### config.mk
export PLATFORM = sky130hd
export DESIGN_NAME = fetch_control
export DESIGN_NICKNAME = d
export VERILOG_FILES = /design/src/rtl/cpu_pkg.sv /design/src/rtl/return_stack.sv /design/src/rtl/fetch_control.sv
export SDC_FILE = /design/constraint.sdc
export NUM_CORES = 1
export LEC_CHECK = 0
export ABC_AREA = 1
export BUFFER_PORTS_ARGS = -buffer_cell sky130_fd_sc_hd__buf_4
export CAP_MARGIN = 20
export CORE_ASPECT_RATIO = 0.7
export CORE_MARGIN = 2
export CORE_UTILIZATION = 55
export CTS_BUF_LIST = sky130_fd_sc_hd__clkbuf_16
export DETAILED_ROUTE_END_ITERATION = 16
export PLACE_DENSITY = 0.83
export SYNTH_ARGS = -nofsm -noshare
export SYNTH_HDL_FRONTEND = slang
export SYNTH_HIERARCHICAL = 1
export SYNTH_SLANG_ARGS = --single-unit
### constraint.sdc
create_clock -name clk -period 6.2 [get_ports clk]
set_input_delay 1.24 -clock clk [delete_from_list [all_inputs] [get_ports clk]]
set_output_delay 1.24 -clock clk [all_outputs]
set_load 0.02 [all_outputs]
### src/rtl/cpu_pkg.sv
// Shared decode definitions for the fetch/decode controller: opcodes,
// instruction field positions, the hazard FSM states and field helpers.
package cpu_pkg;

    localparam logic [5:0] OP_JMP  = 6'h02;
    localparam logic [5:0] OP_CALL = 6'h03;
    localparam logic [5:0] OP_RET  = 6'h04;
    localparam logic [5:0] OP_JZ   = 6'h05;
    localparam logic [5:0] OP_LD   = 6'h23;

    localparam int OP_HI  = 31;
    localparam int OP_LO  = 26;
    localparam int RS_HI  = 25;
    localparam int RS_LO  = 21;
    localparam int RT_HI  = 20;
    localparam int RT_LO  = 16;
    localparam int IMM_HI = 15;
    localparam int IMM_LO = 0;

    localparam logic [31:0] NOP = 32'h0;

    typedef enum logic {
        RUN   = 1'b0,
        STALL = 1'b1
    } state_t;

    function automatic logic [5:0] get_op(input logic [31:0] word);
        return word[OP_HI:OP_LO];
    endfunction

    function automatic logic [4:0] get_rs(input logic [31:0] word);
        return word[RS_HI:RS_LO];
    endfunction

    function automatic logic [4:0] get_rt(input logic [31:0] word);
        return word[RT_HI:RT_LO];
    endfunction

    function automatic logic [15:0] get_imm(input logic [31:0] word);
        return word[IMM_HI:IMM_LO];
    endfunction

endpackage

### src/rtl/return_stack.sv
// Return-address stack for CALL/RET. Overflowing pushes are dropped and
// underflowing pops read 0; either event sets a sticky error flag.
module return_stack #(
    parameter int ADDR_W = 16,
    parameter int DEPTH  = 4
) (
    input  logic              clk,
    input  logic              reset,
    input  logic              push,
    input  logic              pop,
    input  logic [ADDR_W-1:0] din,
    output logic [ADDR_W-1:0] top,
    output logic              err
);

    localparam int IDX_W = $clog2(DEPTH);
    localparam int PTR_W = IDX_W + 1;

    logic [ADDR_W-1:0] mem [DEPTH];
    logic [PTR_W-1:0]  ptr;
    logic [PTR_W-1:0]  ptr_dec;
    logic              full;
    logic              empty;

    assign full    = (ptr == PTR_W'(DEPTH));
    assign empty   = (ptr == '0);
    assign ptr_dec = ptr - 1'b1;
    assign top     = empty ? '0 : mem[ptr_dec[IDX_W-1:0]];

    // ptr counts occupied entries, so it ranges over 0..DEPTH inclusive
    always_ff @(posedge clk) begin
        if (reset) begin
            ptr <= '0;
            err <= 1'b0;
        end else if (push) begin
            if (full) begin
                err <= 1'b1;
            end else begin
                ptr <= ptr + 1'b1;
            end
        end else if (pop) begin
            if (empty) begin
                err <= 1'b1;
            end else begin
                ptr <= ptr_dec;
            end
        end
    end

    always_ff @(posedge clk) begin
        if (!reset && push && !full) begin
            mem[ptr[IDX_W-1:0]] <= din;
        end
    end

endmodule

### src/rtl/fetch_control.sv
// Decode-side controller: resolves JMP/CALL/RET/JZ redirects towards fetch,
// detects load-use hazards, and issues one registered instruction per cycle.
module fetch_control
    import cpu_pkg::*;
#(
    parameter int ADDR_W    = 16,
    parameter int INS_W     = 32,
    parameter int RAS_DEPTH = 4
) (
    input  logic              clk,
    input  logic              reset,
    input  logic [INS_W-1:0]  ins,
    input  logic [ADDR_W-1:0] current_address,
    input  logic              zero_flag,
    output logic              pc_mux_sel,
    output logic [ADDR_W-1:0] jmp_loc,
    output logic              stall,
    output logic              stall_pm,
    output logic [INS_W-1:0]  ins_ex,
    output logic [ADDR_W-1:0] pc_ex,
    output logic              ras_err
);

    state_t            state;
    state_t            state_next;
    logic [ADDR_W-1:0] pc_d;
    logic              ld_valid;
    logic [4:0]        ld_rt;
    logic              hazard;
    logic              ras_push;
    logic              ras_pop;
    logic [ADDR_W-1:0] ras_top;

    logic [5:0]        op;
    logic [4:0]        rs;
    logic [4:0]        rt;
    logic [ADDR_W-1:0] imm;

    assign op  = get_op(ins);
    assign rs  = get_rs(ins);
    assign rt  = get_rt(ins);
    assign imm = ADDR_W'(get_imm(ins));

    // The re-presented instruction in STALL is never checked again, which
    // bounds every load-use dependency to a single bubble.
    assign hazard = (state == RUN) && ld_valid && (ld_rt != 5'd0) &&
                    ((rs == ld_rt) || (rt == ld_rt));

    always_ff @(posedge clk) begin
        if (reset) begin
            state <= RUN;
        end else begin
            state <= state_next;
        end
    end

    always_comb begin
        state_next = RUN;
        if (state == RUN && hazard) begin
            state_next = STALL;
        end
    end

    always_comb begin
        pc_mux_sel = 1'b0;
        jmp_loc    = '0;
        stall      = 1'b0;
        ras_push   = 1'b0;
        ras_pop    = 1'b0;
        if (!reset) begin
            if (hazard) begin
                stall = 1'b1;
            end else begin
                case (op)
                    OP_JMP: begin
                        pc_mux_sel = 1'b1;
                        jmp_loc    = imm;
                    end
                    OP_CALL: begin
                        pc_mux_sel = 1'b1;
                        jmp_loc    = imm;
                        ras_push   = 1'b1;
                    end
                    OP_RET: begin
                        pc_mux_sel = 1'b1;
                        jmp_loc    = ras_top;
                        ras_pop    = 1'b1;
                    end
                    OP_JZ: begin
                        if (zero_flag) begin
                            pc_mux_sel = 1'b1;
                            jmp_loc    = imm;
                        end
                    end
                    default: begin
                    end
                endcase
            end
        end
    end

    assign stall_pm = stall;

    // pc_d holds during a bubble so the re-presented instruction keeps its own address
    always_ff @(posedge clk) begin
        if (reset) begin
            ins_ex   <= NOP;
            pc_ex    <= '0;
            pc_d     <= '0;
            ld_valid <= 1'b0;
            ld_rt    <= 5'd0;
        end else if (hazard) begin
            ins_ex   <= NOP;
            pc_ex    <= '0;
            ld_valid <= 1'b0;
        end else begin
            ins_ex   <= ins;
            pc_ex    <= pc_d;
            pc_d     <= current_address;
            ld_valid <= (op == OP_LD);
            ld_rt    <= rt;
        end
    end

    return_stack #(
        .ADDR_W (ADDR_W),
        .DEPTH  (RAS_DEPTH)
    ) u_ras (
        .clk   (clk),
        .reset (reset),
        .push  (ras_push),
        .pop   (ras_pop),
        .din   (current_address),
        .top   (ras_top),
        .err   (ras_err)
    );

endmodule

==> results of run 1 <==
-- synthesized netlist by cell type --
cell,instances
nor2_1,134
inv_4,2
buf_6,10
inv_1,65
nand4_1,54
buf_1,2
clkbuf_1,11
nor2_2,11
nand3_1,48
xnor2_1,2
ha_1,6
dfxtp_1,75
nand3_2,1
nand3b_1,1
o21ai_0,4
buf_2,11
nor2_4,2
nand2_4,2
inv_2,6
a21oi_1,18
nand2_2,2
a31oi_1,1
edfxtp_1,64
buf_4,5
nor3_1,1
o21ai_1,29
buf_8,1
nor3_4,1
clkinv_1,2
nand2_1,94
-- worst min-delay path by stage --
stage	endpoint	startpoint	depth (start not counted)	slack, ns
2_1_floorplan	pc_ex[0]$_SDFF_PP0_	pc_d[0]$_SDFFE_PP0N_	2	0.41
3_3_place_gp	pc_ex[2]$_SDFF_PP0_	pc_d[2]$_SDFFE_PP0N_	2	0.42
3_5_place_dp	pc_ex[2]$_SDFF_PP0_	pc_d[2]$_SDFFE_PP0N_	2	0.42
4_1_cts	pc_ex[2]$_SDFF_PP0_	pc_d[2]$_SDFFE_PP0N_	2	0.43
5_1_grt	pc_ex[4]$_SDFF_PP0_	pc_d[4]$_SDFFE_PP0N_	2	0.46
6_report	pc_ex[2]$_SDFF_PP0_	pc_d[2]$_SDFFE_PP0N_	2	0.43
-- state kept, by name, summed over array words and instances (netlist names) --
register / flops
u_ras/mem: 64
u_ras/ptr: 3
state: 1
pc_d: 16
ins_ex: 32
ld_rt: 5
u_ras/err: 1
pc_ex: 16
ld_valid: 1
-- power by group through the flow --
stage                     clock network [mW]  logic, mW  registers [mW]
after detailed placement                   0      0.148            1.01
after global routing                   0.986      0.163           0.994
after floorplan                            0     0.0570            1.03
final                                  0.947      0.151           0.992
after CTS                              0.948      0.150           0.992
after global placement                     0      0.144            1.01
-- worst reg2reg max path: stages, from the launching register on --
cell and delay (ns):
dfxtp_1 0.46, nor2_1 0.08, nor2_1 0.12, nor2_1 0.05, nand3_1 0.08, nand2_2 0.27, nand2_2 0.44, nand2_1 0.09
nor2_1 0.45, nand3_1 0.26, nor2_1 0.74, buf_4 0.32
-- per-stage QoR --
step           hold WS, ns  worst slack (ns)  total power [mW]  utilization [%]
6_report             0.426              1.46              2.09             70.2
5_1_grt              0.456              1.29              2.14             70.2
4_1_cts              0.427              1.54              2.09             70.2
3_5_place_dp         0.419              1.62              1.16             64.9
3_3_place_gp         0.421              1.52              1.15             64.6
2_1_floorplan        0.409              2.55              1.09                -
-- area by class of cell --
class	count	area share, %
Inverter	75	3.91
Multi-Input combinational cell	411	26.7
Timing Repair Buffer	125	12.9
Clock buffer	18	6.15
Sequential cell	139	46.7
Clock inverter	14	1.43
Tap cell	132	2.25
-- cells by family (layout without fill, tap and decap cells) --
logic type,Yosys count,in the layout,synth area share [%]
buffers and inverters,115,232,9.37
XOR/XNOR,2,2,0.295
flip-flops,139,139,57.7
adder cells (fa/ha/maj),6,6,1.27
AO/OA/AOI/OAI,52,52,4.41
AND/OR/NAND/NOR,351,351,27.0
-- routing by layer --
layer | global-route usage (%) | routed length [um] | vias to the layer above | share of wire, %
li1 | - | - | 2392 | -
met1 | 37.5 | 6730 | 2336 | 43
met2 | 41.6 | 6670 | 337 | 43
met3 | 9.24 | 1890 | 29 | 12
met4 | 9.62 | 349 | 0 | 2.2
met5 | 0 | 0 | - | 0
==> flow_summary.ini, run 1 <==
[worst_setup_path]
cp-end-kind = primary output
crit_buf_inv = 4
reg2reg_depth = 11
rrSetupSlack_ns = 2.53
criticalPathCategory = reg2out
reg2reg_from = ld_rt[0]$_SDFFE_PP0N_
start_kind = register
path_cells = buf_4 -> inv_4 -> ha_1 -> inv_4 -> nor2_1 -> o21ai_1 -> a21oi_1 -> nand4_1 -> nand3_1 -> nand2_1 -> nor2_1 -> buf_4
crit_path_end = jmp_loc[4]
cp.depth = 12
critPathSlowestCell = ha_1
cp_max_fo = 36
critical-path-top-delay-family = buffers and inverters
critPathLaunch = u_ras/ptr[0]$_SDFFE_PP0P_
crit_arrival_ns = 3.50
cp.required_ns = 4.96
critical-path-max-stage-delay_ns = 0.83
r2r-end = u_ras/mem[2][15]$_DFFE_PP_

[finish]
final_cells = 914
nNetsFinal = 826
fillers = 758
insertedDiodeCount = 0
final_cell_mix = nor2_1 (134), buf_4 (124), nand2_1 (94)
multiInputGateArea_um2 = 1950
design_area_um2 = 7330
layout_commonest_cell = nor2_1
seq_area_um2 = 3420
area_growth_pct = 23.5
drive_above_1_share_pct = 22.8

[power_and_ir_drop]
clock_power_share_pct = 45.3
seqPwrFrac_pct = 47.5
powerDensity_nw_per_um2 = 285
p_sw_share_pct = 23.1
switchingPower_uw = 483
internal_power_mw = 1.61
combPwrFrac_pct = 7.2
power.leakage_nw = 3.28
vdd_ir_drop_max_uv = 249

[placement]
gp_congestion = 0.877
io_buffers = 118
dp.cells = 882
hpwl_um = 10500
place_area_um2 = 6770

[clock_network]
path_clk_slew_ns = 0.06
numCtsBuffers = 17
tritoncts = done
holdBufCountCts = 0
clkSinkCount = 139
htreeDepth = 4
cts_resized = 0
clock_latency_ns = 0.42
post_cts_buffers = 0
clk_path_buf_depth = 2
cts-root-buf = clkbuf_16

[yosys]
postSynthNetCount = 722
yosysSeqAreaShare_pct = 57.7
synth.largest_area_cell = edfxtp_1
ys.warnings.count = 6
synth_top_area_share_pct = 32.4
netlist_area_um2 = 5930
synth_cell_type_count = 30
syn_area_per_cell_um2 = 8.92
postSynthCellCount = 665
ys_ff_latch = 139
synthTopCellsByArea = edfxtp_1 (32%), dfxtp_1 (25%), nor2_1 (8.5%)

[timing]
period_share_pct = 76.4
slew_headroom_pct = 39.5
period_needed_ns = 4.74
finalHoldViolations = 0
fin_skew_ns = 0.00952
maxSlewViolCount = 0
setup_tns_ns = 0
max_freq_ghz = 0.211
rsz0062_at_grt = no
setup_viol = 0
worst-slew-pin-transition_ns = 0.905

[global_routing]
grt_pass1_vias = 4815
grt-ovfl-total = 0
antenna_found_initial = 0
track_usage_pct = 27.6
grt_first_pass_wirelength_um = 24600
grt_max_degree = 47

[route]
wirelength_um = 15600
avgViaCountPerCell = 5.57
first_pass_iters = 5
drc = 0
drt_iter0_drc = 611
antenna_left = 0
wire_per_inst_um = 17.1
vias = 5094

[floorplanning]
fp.coreArea_um2 = 10400
start_util_pct = 56.9
fp.dieW_um = 128
row_count = 31
die_area_um2 = 11600
ios = 119
die_height_um = 90.9

[min_path]
hp-class = reg2reg

[outcome]
status = finished clean

[run]
maxCapViolCount = 0
Power figures use the tool's default switching activity.
==> run 2, diff against run 1 <==
Settings changed: ABC_AREA 1 to 0, CORE_UTILIZATION 55 to 49, PLACE_DENSITY 0.83 to 0.79.
Clock period 6.2 ns to 3.9 ns, I/O delays scaled along.
==> flow_summary.ini, run 2 <==
[yosys]
netlist_area_um2 = 5460
yosysSeqAreaShare_pct = 62.7
ys.warnings.count = 6
synth_edf_count = 64
postSynthCellCount = 415
synth_top_area_share_pct = 35.2
yosys-top-cells-count = dfxtp_1 (75), edfxtp_1 (64), and2_1 (51)
ys_ff_latch = 139
syn_area_per_cell_um2 = 13.2
yosysMostFrequentCell = dfxtp_1
synthTopCellsByArea = edfxtp_1 (35%), dfxtp_1 (28%), mux4_2 (6.6%)
postSynthNetCount = 472
synth.largest_area_cell = edfxtp_1
synth_cell_type_count = 39
async_flop_share_pct = 0
synthFlopType = dfxtp_1

[route]
first_pass_iters = 5
avgViaCountPerCell = 5.24
wirelength_um = 12000
drc = 0
wire_per_inst_um = 17.1
antenna_left = 0
vias = 3686
drt_iter0_drc = 260

[finish]
insertedDiodeCount = 0
seq_area_um2 = 3420
drive_above_1_share_pct = 35.2
layout_commonest_cell = buf_4
fillers = 829
largest_register_ffs = 64
nNetsFinal = 595
design_area_um2 = 7080
multiInputGateArea_um2 = 1830
final_cell_mix = buf_4 (129), dfxtp_1 (75), edfxtp_1 (64)
area_growth_pct = 29.8

[min_path]
min_path_cells = 1
min-delay-start = pc_d[1]$_SDFFE_PP0N_
whs_endpoint = pc_ex[1]$_SDFF_PP0_
hp-class = reg2reg

[timing]
max_freq_ghz = 0.282
maxSlewViolCount = 0
slew_headroom_pct = 58.7
setup_tns_ns = 0
finalHoldViolations = 0
period_needed_ns = 3.54
setup_viol = 0
fin_skew_ns = 0.00603
period_share_pct = 90.8
rsz0062_at_grt = no
worst-slew-pin-transition_ns = 0.619

[placement]
gp_congestion = 0.832
hpwl_um = 8280
place_area_um2 = 6470
io_buffers = 118

[global_routing]
track_usage_pct = 21.0
grt_max_degree = 47
grt_pass1_vias = 3543
grt-ovfl-total = 0
antenna_found_initial = 0
grt_first_pass_wirelength_um = 18700

[worst_setup_path]
crit_arrival_ns = 2.76
reg2reg_from = ld_rt[0]$_SDFFE_PP0N_
rrSetupSlack_ns = 1.23
r2r-end = u_ras/mem[0][1]$_DFFE_PP_
cp_max_fo = 11
reg2reg_depth = 10
start_kind = register
criticalPathCategory = reg2out
cp.required_ns = 3.12
cp-end-kind = primary output

[power_and_ir_drop]
powerDensity_nw_per_um2 = 498
power.leakage_nw = 2.67
vdd_ir_drop_max_uv = 361
finalPower_mw = 3.53

[outcome]
status = finished clean

[run]
maxCapViolCount = 0

[clock_network]
path_clk_slew_ns = 0.06
cts-root-buf = clkbuf_16
post_cts_buffers = 0
tritoncts = done
clk_path_buf_depth = 2
htreeDepth = 4
holdBufCountCts = 0
numCtsBuffers = 17
clock_latency_ns = 0.42
clkSinkCount = 139
cts_resized = 0

[floorplanning]
ios = 119
die_area_um2 = 12000
start_util_pct = 49.9
fp.dieW_um = 130
fp.coreArea_um2 = 10900
die_height_um = 92.3
row_count = 32
## run 2: worst max-delay path, cell delays in order, from the launching register on
cell and delay (ns):
dfxtp_1 0.40, inv_1 0.11, ha_1 0.61, buf_4 0.28, mux4_2 0.31, nor2b_1 0.15
a22oi_1 0.27, nor2_4 0.05, buf_4 0.16
## run 2: cell type report
| class | instances | area share (%) |
|---|---|---|
| inverter | 4 | 0.212 |
| clock inverter | 14 | 2.37 |
| timing repair buffer | 131 | 14.2 |
| multi-input combinational | 245 | 25.8 |
| tap | 153 | 2.70 |
| sequential | 139 | 48.3 |
| clock buffer | 18 | 6.36 |
## run 2: layer usage
layer,vias up,global-route usage [%],part of all wire (%)
met3,18,5.78,7.9
met2,137,31.2,44
met4,0,7.26,1.2
met1,1796,29.8,47
li1,1735,-,-
met5,-,0,0
## run 2: cells by family (layout without fill, tap and decap cells)
family                   count (synthesis)  in the layout  share of synthesized area, %
flip-flops                             139            139                          62.7
AND/OR/NAND/NOR                        137            137                          15.4
AO/OA/AOI/OAI                           76             76                          8.53
buffers and inverters                   31            167                          3.80
multiplexers                            16             16                          6.60
XOR/XNOR                                10             10                          1.60
adder cells (fa/ha/maj)                  6              6                          1.38
## run 2: per-stage QoR
stage | util (%) | setup slack, ns | hold slack, ns | cells
finish | 64.8 | 0.360 | 0.454 | 704
global route | 64.8 | 0.207 | 0.477 | 704
CTS | 64.8 | 0.340 | 0.461 | 704
detailed placement | 59.2 | 0.563 | 0.445 | 672
global placement | 59.2 | 0.658 | 0.436 | 672
floorplan | - | 0.689 | 0.429 | 415
## run 2: worst max-delay path by stage
stage | to | start
finish | jmp_loc[8] | u_ras/ptr[1]$_SDFFE_PP0P_
global route | jmp_loc[8] | u_ras/ptr[1]$_SDFFE_PP0P_
floorplan | u_ras/mem[3][0]$_DFFE_PP_ | ins[21]
CTS | jmp_loc[8] | u_ras/ptr[1]$_SDFFE_PP0P_
global placement | u_ras/mem[2][14]$_DFFE_PP_ | ins[29]
detailed placement | u_ras/mem[2][0]$_DFFE_PP_ | ins[29]
## run 2: power by group
group / switching, mW / leakage, nW / total [mW] / internal, mW
clock network: 0.610 / 0.299 / 1.65 / 1.04
registers: 0.0171 / 1.20 / 1.58 / 1.56
logic: 0.160 / 1.17 / 0.293 / 0.132
total: 0.788 / 2.67 / 3.53 / 2.74
==> run 3, diff against run 2 <==
Settings changed: CORE_ASPECT_RATIO 0.7 to 0.8, REMOVE_ABC_BUFFERS set to 1.
==> flow_summary.ini, run 3 (synthesis gave the netlist of run 2 again) <==
[outcome]
status = finished clean

[worst_setup_path]
criticalPathCategory = reg2out
cp-end-kind = primary output
cp_max_fo = 18
cp.required_ns = 3.12
reg2reg_depth = 10
rrSetupSlack_ns = 1.09
r2r-end = u_ras/mem[3][6]$_DFFE_PP_
start_kind = register
reg2reg_from = ld_rt[0]$_SDFFE_PP0N_
crit_arrival_ns = 2.84

[clock_network]
holdBufCountCts = 0
cts-root-buf = clkbuf_16
clkSinkCount = 139
numCtsBuffers = 17
path_clk_slew_ns = 0.06
cts_resized = 0
htreeDepth = 4
clock_latency_ns = 0.40
tritoncts = done
clk_path_buf_depth = 2
post_cts_buffers = 0

[finish]
fillers = 797
final_cell_mix = buf_4 (130), dfxtp_1 (75), edfxtp_1 (64)
drive_above_1_share_pct = 34.0
nNetsFinal = 594
multiInputGateArea_um2 = 1840
layout_commonest_cell = buf_4
largest_register_ffs = 64
area_growth_pct = 27.9
insertedDiodeCount = 0
design_area_um2 = 6980
final_cells = 694
seq_area_um2 = 3420

[route]
wire_per_inst_um = 17.5
drc = 0
antenna_left = 0
vias = 3716
drt_iter0_drc = 217
wirelength_um = 12100
first_pass_iters = 5
avgViaCountPerCell = 5.35

[floorplanning]
die_height_um = 98.4
die_area_um2 = 12000
start_util_pct = 50.3
fp.coreArea_um2 = 10800
row_count = 34
fp.dieW_um = 122
ios = 119

[min_path]
whs_endpoint = pc_ex[2]$_SDFF_PP0_
min_path_cells = 1
min-delay-start = pc_d[2]$_SDFFE_PP0N_
hp-class = reg2reg

[run]
maxCapViolCount = 0

[timing]
setup_viol = 0
maxSlewViolCount = 0
worst-slew-pin-transition_ns = 0.920
period_needed_ns = 3.62
period_share_pct = 92.8
setup_tns_ns = 0
holdWs_ns = 0.456
finalHoldViolations = 0
rsz0062_at_grt = no
fin_ws_ns = 0.281
max_freq_ghz = 0.276
slew_headroom_pct = 38.5
fin_skew_ns = 0.00783

[global_routing]
track_usage_pct = 21.1
grt_pass1_vias = 3666
grt_max_degree = 48
antenna_found_initial = 0
grt-ovfl-total = 0
grt_first_pass_wirelength_um = 19100

[placement]
post-place-ws_ns = 0.578
io_buffers = 118
place_area_um2 = 6430
gp_congestion = 0.791
hpwl_um = 7930
dp.cells = 662

[power_and_ir_drop]
powerDensity_nw_per_um2 = 476
power.leakage_nw = 2.65
vdd_ir_drop_max_uv = 372
[run 3: changes by cell type in the layout (fill, tap and decap cells not counted), moves of 2 or more]
cell,change
clkinv_1,+2
inv_1,+4
buf_12,-2
clkinvlp_4,-2
inv_6,-2
clkinv_4,-3
bufinv_16,-3
clkbuf_16,+2
[run 3: how the worst max path moves through the flow]
stage	from	endpoint	slack (ns)	cells after the start
floorplan	ins[21]	u_ras/mem[3][0]$_DFFE_PP_	0.40	8
global placement	ins[17]	u_ras/mem[3][2]$_DFFE_PP_	0.66	11
detailed placement	ins[29]	u_ras/mem[3][4]$_DFFE_PP_	0.58	9
CTS	u_ras/ptr[1]$_SDFFE_PP0P_	jmp_loc[13]	0.26	7
global route	u_ras/ptr[1]$_SDFFE_PP0P_	jmp_loc[13]	0.09	7
finish	u_ras/ptr[1]$_SDFFE_PP0P_	jmp_loc[11]	0.28	7
[run 3: per-stage QoR]
stage,power [mW],utilization (%)
after CTS,3.36,64.4
after global placement,1.89,59.3
after global routing,3.44,64.4
after detailed placement,1.89,59.3
final,3.33,64.4
after floorplan,1.75,-
[run 3: cell type report]
cell class              count  area share, %
repair buffers            130           14.0
flip-flops and latches    139           49.0
clock inverters            12          0.735
well taps                 144           2.58
inverters                   4          0.215
multi-input cells         245           26.3
clock buffers              20           7.17
[run 3: layer usage]
metal | share of wire (%) | routed length, um | vias up | GRT usage, %
met3 | 7.2 | 877 | 18 | 5.14
met2 | 49 | 5990 | 171 | 34.3
met4 | 1.2 | 147 | 0 | 8.40
met1 | 42 | 5100 | 1788 | 27.1
li1 | - | - | 1739 | -
met5 | 0 | 0 | - | 0
[run 3: worst max-delay path, stage by stage (launching register included)]
cell,delay [ns]
dfxtp_1,0.41
inv_1,0.11
ha_1,0.84
mux4_2,0.42
nor2b_1,0.15
a22oi_1,0.30
nor2_4,0.04
buf_4,0.16
[run 3: power by group]
part	total (mW)	switching (mW)	internal, mW
clock	1.46	0.556	0.905
sequential	1.58	0.0182	1.56
combinational	0.285	0.154	0.131
